--- src/rtl/ciclo_fetch_pkg.sv ---
// ciclo_fetch_pkg: shared word width, PC step and fetch FSM encoding
package ciclo_fetch_pkg;
  localparam int XLEN = 32;
  localparam int PC_STEP = 4;
  typedef enum logic [1:0] {
    IDLE = 2'd0,
    RUN  = 2'd1,
    HALT = 2'd2
  } state_t;
endpackage

--- src/rtl/ciclo_fetch_if_id_reg.sv ---
// if_id_reg: IF/ID pipeline register with load and flush; flush wins and only drops valid
module if_id_reg #(
  parameter int XLEN = ciclo_fetch_pkg::XLEN,
  parameter int STEP = ciclo_fetch_pkg::PC_STEP
) (
  input  logic            clk,
  input  logic            rst_n,
  input  logic            load,
  input  logic            flush,
  input  logic [XLEN-1:0] d_inst,
  input  logic [XLEN-1:0] d_pc,
  output logic            valid,
  output logic [XLEN-1:0] inst,
  output logic [XLEN-1:0] pc,
  output logic [XLEN-1:0] pc_next
);
  always_ff @(posedge clk or negedge rst_n)
    if (!rst_n) begin
      valid   <= 1'b0;
      inst    <= '0;
      pc      <= '0;
      pc_next <= '0;
    end else if (flush) begin
      valid <= 1'b0;
    end else if (load) begin
      valid   <= 1'b1;
      inst    <= d_inst;
      pc      <= d_pc;
      pc_next <= d_pc + XLEN'(STEP);
    end
endmodule

--- src/rtl/ciclo_fetch.sv ---
// ciclo_fetch: PC register, fetch FSM and IF/ID stage in front of an external combinational instruction memory
module ciclo_fetch #(
  parameter logic [31:0] RESET_PC = 32'h0000_0000,
  parameter int          PC_STEP  = ciclo_fetch_pkg::PC_STEP
) (
  input  logic        clk,
  input  logic        rst_n,
  input  logic        start,
  input  logic        halt,
  input  logic        redirect_valid,
  input  logic [31:0] redirect_addr,
  output logic [31:0] DirInst,
  input  logic [31:0] InstS,
  output logic        id_valid,
  input  logic        id_ready,
  output logic [31:0] id_inst,
  output logic [31:0] id_pc,
  output logic [31:0] id_pc_next,
  output logic [31:0] fetch_count,
  output logic [1:0]  state
);
  import ciclo_fetch_pkg::*;
  state_t          st, st_d;
  logic [XLEN-1:0] pc, pc_d;
  logic            advance, flush;
  assign advance = (st == RUN) && (!id_valid || id_ready) && !redirect_valid;
  assign flush   = redirect_valid || ((st == HALT) && id_ready);
  assign DirInst = pc;
  assign state   = st;
  always_comb begin
    st_d = st;
    pc_d = redirect_valid ? {redirect_addr[XLEN-1:2], 2'b00} : advance ? pc + XLEN'(PC_STEP) : pc;
    case (st)
      IDLE:    st_d = start ? RUN : IDLE;
      RUN:     st_d = halt ? HALT : RUN;
      HALT:    st_d = (start && !halt) ? RUN : HALT;
      default: st_d = IDLE;
    endcase
  end
  always_ff @(posedge clk or negedge rst_n)
    if (!rst_n) begin
      st          <= IDLE;
      pc          <= RESET_PC;
      fetch_count <= '0;
    end else begin
      st          <= st_d;
      pc          <= pc_d;
      fetch_count <= fetch_count + XLEN'(advance);
    end
  if_id_reg #(.XLEN(XLEN), .STEP(PC_STEP)) u_if_id (
    .clk     (clk),
    .rst_n   (rst_n),
    .load    (advance),
    .flush   (flush),
    .d_inst  (InstS),
    .d_pc    (pc),
    .valid   (id_valid),
    .inst    (id_inst),
    .pc      (id_pc),
    .pc_next (id_pc_next)
  );
endmodule

--- config.mk ---
export PLATFORM = sky130hd
export DESIGN_NAME = ciclo_fetch
export DESIGN_NICKNAME = d
export VERILOG_FILES = /design/src/rtl/ciclo_fetch_pkg.sv /design/src/rtl/ciclo_fetch_if_id_reg.sv /design/src/rtl/ciclo_fetch.sv
export SDC_FILE = /design/constraint.sdc
export NUM_CORES = 1
export LEC_CHECK = 0
export ABC_AREA = 0
export ABC_CLOCK_PERIOD_IN_PS = 5100
export CORE_ASPECT_RATIO = 1.25
export CORE_MARGIN = 5
export CORE_UTILIZATION = 45
export DETAILED_ROUTE_END_ITERATION = 8
export PLACE_DENSITY = 0.78
export SLEW_MARGIN = 20
export SYNTH_ARGS = -nofsm -noshare
export SYNTH_HDL_FRONTEND = slang
export SYNTH_SLANG_ARGS = --single-unit
--- constraint.sdc ---
create_clock -name clk -period 5.1 [get_ports clk]
set_clock_uncertainty 0.1 [all_clocks]
set_input_delay 1.53 -clock clk [delete_from_list [all_inputs] [get_ports clk]]
set_output_delay 1.53 -clock clk [all_outputs]
set_load 0.03 [all_outputs]
======== Word-level counts from Yosys, hierarchy flattened ========
Cells that the tools add are included.
Widths: inputs -> output; s select.
word-level totals
  register bits ........................... 163
  bits of input ports ..................... 70
  logic and storage cells ................. 33
operators by class
  add/subtract/negate cells ............... 2
  equality and inequality tests ........... 2
  multiplexer cells ....................... 8
  bitwise operators ....................... 1
  reduce and logical (&&, ||, !) cells .... 13
operators by type and width
  operator               count
  $mux 32                2
  $add 32x1->32          1
  $add 32x3->32 const B  1
  $pmux 2 s3             1
  $logic_and 1x1->1      4
  $mux 2                 2
  $reduce_bool 2->1      2
  $logic_not 1->1        3
  $mux 1                 3
  $eq 2x1->1 const B     1
  $eq 2x2->1 const B     1
  $logic_not 2->1        1
  $logic_or 1x1->1       2
  $reduce_and 2->1       1
  $not 1->1              1

======== Depth between registers and ports, before layout ========
  depth after elaboration ................. 6
  depth in mapped cells ................... 12

======== Cells and area by module ========
Synthesis repeated with hierarchy kept, for this count alone.
second synthesis, totals
  cells, all modules ...................... 798
  area, all modules ....................... 7398.3 sq um
by module, submodules not included
  module       instances  cells an instance  area an instance (sq um)  sequential area each (sq um)
  if_id_reg    1          467                4106.4                    2377.3
  ciclo_fetch  1          331                3291.9                    1601.5

======== Worst setup path before layout ========
No wires, ideal clock.
  path kind ............................... input -> register
  from .................................... input port redirect_valid
  to ...................................... register fetch_count[30]
  library setup time ...................... 0.133 ns
  arrival ................................. 3.961 ns
  slack ................................... 0.905 ns
  stages .................................. 12
  path through ............................ clkbuf_1 -> or3_1 -> clkbuf_1 -> inv_2 -> clkbuf_1 -> ha_1 -> ha_1 -> and3_1 -> nand4_1 -> nor2_1 -> nand3_1 -> xnor2_1
between the ends
  longest elaborated chain between the ends .. 3
ends and longest elaborated chain
  item                  RTL line           text
  from (decl)           ciclo_fetch.sv:10  input logic redirect_valid,
  $logic_not 1->1       ciclo_fetch.sv:26  assign advance = (st == RUN) && (!id_valid || id_ready) && !redirect_valid;
  $logic_and 1x1->1     ciclo_fetch.sv:26
  $add 32x1->32         ciclo_fetch.sv:48  fetch_count <= fetch_count + XLEN'(advance);
  to (signal assigned)  ciclo_fetch.sv:48
  to (decl)             ciclo_fetch.sv:19  output logic [31:0] fetch_count,
Every way passes these cells.
A chain may end at the register's enable or synchronous reset.

======== Worst setup path in the final report ========
  from .................................... input port id_ready
  to ...................................... register fetch_count[26]
between the ends
  longest elaborated chain between the ends .. 4
ends and longest elaborated chain
  item                             RTL line           text
  from (decl)                      ciclo_fetch.sv:15  input logic id_ready,
  $logic_or 1x1->1                 ciclo_fetch.sv:26
  $logic_and 1x1->1 (2 in series)  ciclo_fetch.sv:26
  $add 32x1->32                    ciclo_fetch.sv:48
Every way passes these cells.

==> results.toml <==
[clocking]
cts_inserted_buffers = 17
clock_latency_ps = 420
htree_depth = 4
cts_tree = "built"
clock_sink_count = 157
postCtsSetupRepairBufs = 0
postCtsResizedCells = 0
master_cell_of_the_clock_root_buffer = "sky130_fd_sc_hd__clkbuf_16"
path_clk_slew_ps = 60
clk_path_buf_depth = 2
cts_hold_buffers = 0

[timing]
min_period_over_period_pct = 78.1
timing_hold_violations_final = 0
slew_viol_final = 0
grt_setup_unrepaired = "no"
timing_worst_slew_pin_value_ps = 983
relSlewSlack_pct = 34.5
fmaxAchievable_ghz = 0.251
finalSetupViolCount = 0
total_negative_slack_ps = 0
finalCriticalPeriod_ps = 3980

[setup_path]
critical_path_arrival_ps = 4190
crit_top_cell = "sky130_fd_sc_hd__ha_1"
critical_path.max_fanout = 6
setup.worst_path.class = "input pin to register"
startpoint_type = "input pin"
required_time_of_the_worst_setup_path_ps = 5300
critical-path-max-stage-delay_ps = 490
worst_path_max_delay_cell = "sky130_fd_sc_hd__clkdlybuf4s50_1"
endpoint_class_of_the_critical_path = "register"
cp_cell_sequence = "clkdlybuf4s50_1 -> nor2b_1 -> or3_4 -> inv_2 -> ha_1 -> ha_1 -> and3_1 -> nand4_1 -> nor2_1 -> nand3_1 -> xnor2_1"

[routing]
vias = 5877
post_drt_wl_per_cell_um = 16.3
first_pass_iters = 4
drc_errors = 0
detail_route.iter0.violations = 416
drtAntennaViolNets = 0
via_per_inst = 4.90
drt-total-wl_um = 19600

[final_layout]
finalNetCount = 1049
final_layout_size_suffix_gt1_share_pct = 5.26
nFillCells = 1305
antennaDiodeCount = 0
utilization_pct = 64.5
areaGrowthSynthToFinish_pct = 41.0

[floorplanning]
initial_core_util_pct = 45.8
placement_rows = 51
die-width_um = 123
core_area_mm2 = 0.0156
number_of_top_level_design_ports = 233
die_area_mm2 = 0.0185
floorplan.die.height_um = 151

[synth]
synth_largest_type_area_fraction_pct = 54.9
synth_ff_type = "sky130_fd_sc_hd__dfrtp_1"
synth.top_cells.by_area = "sky130_fd_sc_hd__dfrtp_1, sky130_fd_sc_hd__nand2_1, sky130_fd_sc_hd__xnor2_1, sky130_fd_sc_hd__xor2_1, sky130_fd_sc_hd__o21ai_0"
synth_edf_count = 0
syn-instance-count = 773
postSynthAreaPerCell_um2 = 9.26
number_of_distinct_library_cells_after_synthesis = 36
ys_seq_area_share_pct = 54.9
synthMostInstantiatedCell = "sky130_fd_sc_hd__nand2_1"
yosys-top-cells-count = "sky130_fd_sc_hd__nand2_1, sky130_fd_sc_hd__dfrtp_1, sky130_fd_sc_hd__o21ai_0"
async_flop_share_pct = 100
yosys_warnings = 0
post-synth-top-area-cell = "sky130_fd_sc_hd__dfrtp_1"
ys_seq_elements = 157
post_syn_area_mm2 = 0.00716

[power_and_ir_drop]
cellPowerDensity_mw_per_mm2 = 554
power.static_leakage_nw = 4.40
irDropWorstVdd_v = 0.000306

[global_route]
overflow = 0
number_of_antenna_violations_at_the_first_check_in_global_routing = 0
via_count_of_the_first_global_routing_pass = 5845
maximum_number_of_pins_on_one_net_before_global_route_repair = 105
grt_pass1_wl_um = 31300
gr-usage-all-layers_pct = 21.7

[place]
port-buffer-count = 224
detailed_placement_hpwl_um = 14000
globalplace.congestion = 0.795

[min_path]
min-delay-path-class = "register to register"

[run]
max_cap_violations = 0

[status]
status = "complete, no violations"
final timing paths:
check	start	slack (ps)	depth (start not counted)	endpoint
max in group asynchronous	rst_n	2880	2	DirInst[27]
setup / recovery	id_ready	1120	11	fetch_count[26]
hold reg to reg	u_if_id.inst[24]	370	2	u_if_id.inst[24]
hold / removal	u_if_id.inst[24]	370	2	u_if_id.inst[24]
min in group asynchronous	rst_n	1110	1	u_if_id.pc[18]
setup reg to reg	state[1]	2090	10	fetch_count[26]
through the flow:
step / setup slack [ps] / hold slack, ps / power (mW) / cells / cell area [um2]
3_3_place_gp: 702 / 356 / 4.30 / 1168 / 9490
4_1_cts: 1100 / 376 / 5.65 / 1200 / 10100
2_1_floorplan: 905 / 547 / 3.27 / 778 / 7170
6_report: 1120 / 371 / 5.59 / 1200 / 10100
5_1_grt: 859 / 396 / 5.90 / 1200 / 10100
3_5_place_dp: 657 / 361 / 4.35 / 1168 / 9490
area by class of cell:
cell class                 count  area [um2]  area share [%]
multi-input combinational    565        2990            29.7
inverter                       5        18.8           0.186
clock buffer                  21         450            4.46
tap                          212         265            2.63
sequential                   157        3930            38.9
clock inverter                11         143            1.41
timing repair buffer         229        2290            22.7
worst max-delay path: cells and delay by family:
family        cells  cell delay [ps]
simple gates      6             1460
xor+xnor          1              150
buf+inv           2              600
fa+ha+maj         2              430
registers in the layout, summed over array words and instances, names as in the netlist:
register         flops
DirInst             30
fetch_count         32
state                2
u_if_id.inst        32
u_if_id.pc          30
u_if_id.pc_next     30
u_if_id.valid        1
report_power, final:
| part | internal (mW) | total (mW) | leakage (nW) | switching (mW) |
|---|---|---|---|---|
| Sequential | 1.64 | 1.91 | 1.99 | 0.274 |
| Combinational | 0.922 | 2.40 | 2.12 | 1.48 |
| Clock | 0.780 | 1.28 | 0.287 | 0.498 |
| Total | 3.34 | 5.59 | 4.40 | 2.25 |
cells in the final DEF (no fill, tap or decap), types with 3 or more instances in the layout:
cell                              instances
sky130_fd_sc_hd__nand2_1                274
sky130_fd_sc_hd__clkdlybuf4s50_1        222
sky130_fd_sc_hd__dfrtp_1                157
sky130_fd_sc_hd__o21ai_0                 60
sky130_fd_sc_hd__xnor2_1                 46
sky130_fd_sc_hd__xor2_1                  41
sky130_fd_sc_hd__nand3_1                 35
sky130_fd_sc_hd__nor2_1                  22
sky130_fd_sc_hd__nand4_1                 20
sky130_fd_sc_hd__clkbuf_16               17
sky130_fd_sc_hd__nor3_1                  13
sky130_fd_sc_hd__and3_1                   7
sky130_fd_sc_hd__conb_1                   6
sky130_fd_sc_hd__nor4_1                   5
sky130_fd_sc_hd__inv_1                    4
sky130_fd_sc_hd__ha_1                     4
sky130_fd_sc_hd__clkinv_2                 4
sky130_fd_sc_hd__buf_4                    4
sky130_fd_sc_hd__nand2b_1                 3
sky130_fd_sc_hd__and4_1                   3
sky130_fd_sc_hd__nor4_2                   3
sky130_fd_sc_hd__o21ai_1                  3
sky130_fd_sc_hd__or2_2                    3
sky130_fd_sc_hd__clkbuf_1                 3
sky130_fd_sc_hd__bufinv_16                3
layer usage:
| metal | GRT usage, % | wire length (um) | vias up |
|---|---|---|---|
| met4 | 8.18 | 454 | 0 |
| met5 | 0 | 0 | - |
| li1 | - | - | 2908 |
| met1 | 27.5 | 7900 | 2771 |
| met2 | 36.4 | 9990 | 168 |
| met3 | 4.74 | 1230 | 30 |
logic make-up after synthesis:
logic type / synth area share, %
xor+xnor: 10.6
buf+inv: 3.62
other cells: 0.0524
simple gates: 25.3
mux: 0.140
fa+ha+maj: 0.699
compound gates: 4.60
flops: 54.9
No activity file was read; power rests on OpenSTA's default activity.
==> variant, RTL diff (same flow settings) <==
Make the reset (`rst_n`) synchronous in 2 clocked blocks.
--- a/src/rtl/ciclo_fetch_if_id_reg.sv
+++ b/src/rtl/ciclo_fetch_if_id_reg.sv
@@ -14,7 +14,7 @@
   output logic [XLEN-1:0] pc,
   output logic [XLEN-1:0] pc_next
 );
-  always_ff @(posedge clk or negedge rst_n)
+  always_ff @(posedge clk)
     if (!rst_n) begin
       valid   <= 1'b0;
       inst    <= '0;
--- a/src/rtl/ciclo_fetch.sv
+++ b/src/rtl/ciclo_fetch.sv
@@ -37,7 +37,7 @@
       default: st_d = IDLE;
     endcase
   end
-  always_ff @(posedge clk or negedge rst_n)
+  always_ff @(posedge clk)
     if (!rst_n) begin
       st          <= IDLE;
       pc          <= RESET_PC;
Behaviour: differs if rst_n is asserted again (counterexample within 4 cycles, from zero or initial values and one cycle with rst_n low); with rst_n held inactive, the same outputs for 4 cycles.
==> variant against the unedited design <==
Sequential cell count did not move; synthesized area is 0.44% higher; worst hold slack got worse by 20 ps; first-iteration DRC count up 3.6%; via count grew 24%; final area is 0.57% lower; setup slack worse by 240 ps; cell count up 7.5%; wire length grew 14%; critical path type unchanged; critical endpoint is now fetch_count[28]$_SDFF_PN0_; highest routed layer unchanged.
Power is not compared: it rests on default switching activity, and its combinational part moved more than twofold at a synthesized area within 25%.
==> variant: results (changes against the unedited design) <==
| Metric | Value |
|---|---|
| Final WL | 22400 um (+14%) |
| Synthesized instance count | 895 (+16%) |
| Met3 wire len | 1781 um (+45%) |
| Slack of the worst reg-to-reg path | 1800 ps (-290 ps) |
| Gpl congestion | 0.8822 (+11%) |
| Total GRT Usage | 23.71% (+2.0 points) |
| Worst Hold Margin | 351.5 ps (-19.55 ps) |
| Vias in the first global route | 6739 (+15%) |
| Least-Margin Pin Slew | 974.5 ps (-8.140 ps) |
| Layout cell share with drive strength beyond 1 | 4.174% (-1.1 points) |
| CP max stage delay | 600 ps (+110 ps) |
| Pre-CTS setup slack | 504.1 ps (-153.4 ps) |
| DRT Pass-1 Iters | 7 (+3) |
| Wl on met1 | 9136 um (+16%) |
| Layout fillers | 1349 (+3.4%) |
| Area after DPL | 9415 um2 (-0.82%) |
| Nets | 1139 (+8.6%) |
| Hold Crit Start | u_if_id.inst[6]$_SDFFE_PN0P_ |
| Run status | finished, final reports clean |
| Reg2Reg Depth | 9 (-1) |
| Met3 global-route usage | 6.575% (+1.8 points) |
| Reg2reg start | state[0]$_SDFF_PN0_ |
| Worst reg2reg path endpoint | fetch_count[28]$_SDFF_PN0_ |
| DP HPWL | 15160 um (+8.2%) |
| Sequential-to-total area share from yosys stat | 43.73% (-11 points) |
| Inst Count DP | 1258 (+7.7%) |
| Synth Area in Compound Gates | 18.89% (+14 points) |
| Metal2 WL | 10990 um (+9.9%) |
| Largest net degree at the start of global routing | 73 (-30%) |
| Largest fanout on the critical path | 16 (+10) |
| Mux contribution to synthesized area | 0.6964% (+0.56 points) |
| Critical Path AT | 4480 ps (+290 ps) |
variant: worst max-delay path by stage:
stage / end / depth (start not counted) / startpoint / slack [ps]
2_1_floorplan: fetch_count[26]$_SDFF_PN0_ / 14 / redirect_valid / 730
3_3_place_gp: fetch_count[22]$_SDFF_PN0_ / 10 / id_ready / 560
3_5_place_dp: fetch_count[28]$_SDFF_PN0_ / 10 / id_ready / 500
4_1_cts: fetch_count[28]$_SDFF_PN0_ / 10 / id_ready / 930
5_1_grt: fetch_count[28]$_SDFF_PN0_ / 10 / id_ready / 720
6_report: fetch_count[28]$_SDFF_PN0_ / 10 / id_ready / 880
variant: layout make-up:
cell class              count  area, um2  area share [%]
flip-flops and latches    157       3143           31.33
inverters                  11      45.04          0.4490
multi-input cells         647       3660           36.48
clock buffers              19      452.9           4.515
well taps                 212      265.3           2.644
clock inverters            13      162.7           1.622
repair buffers            231       2302           22.95
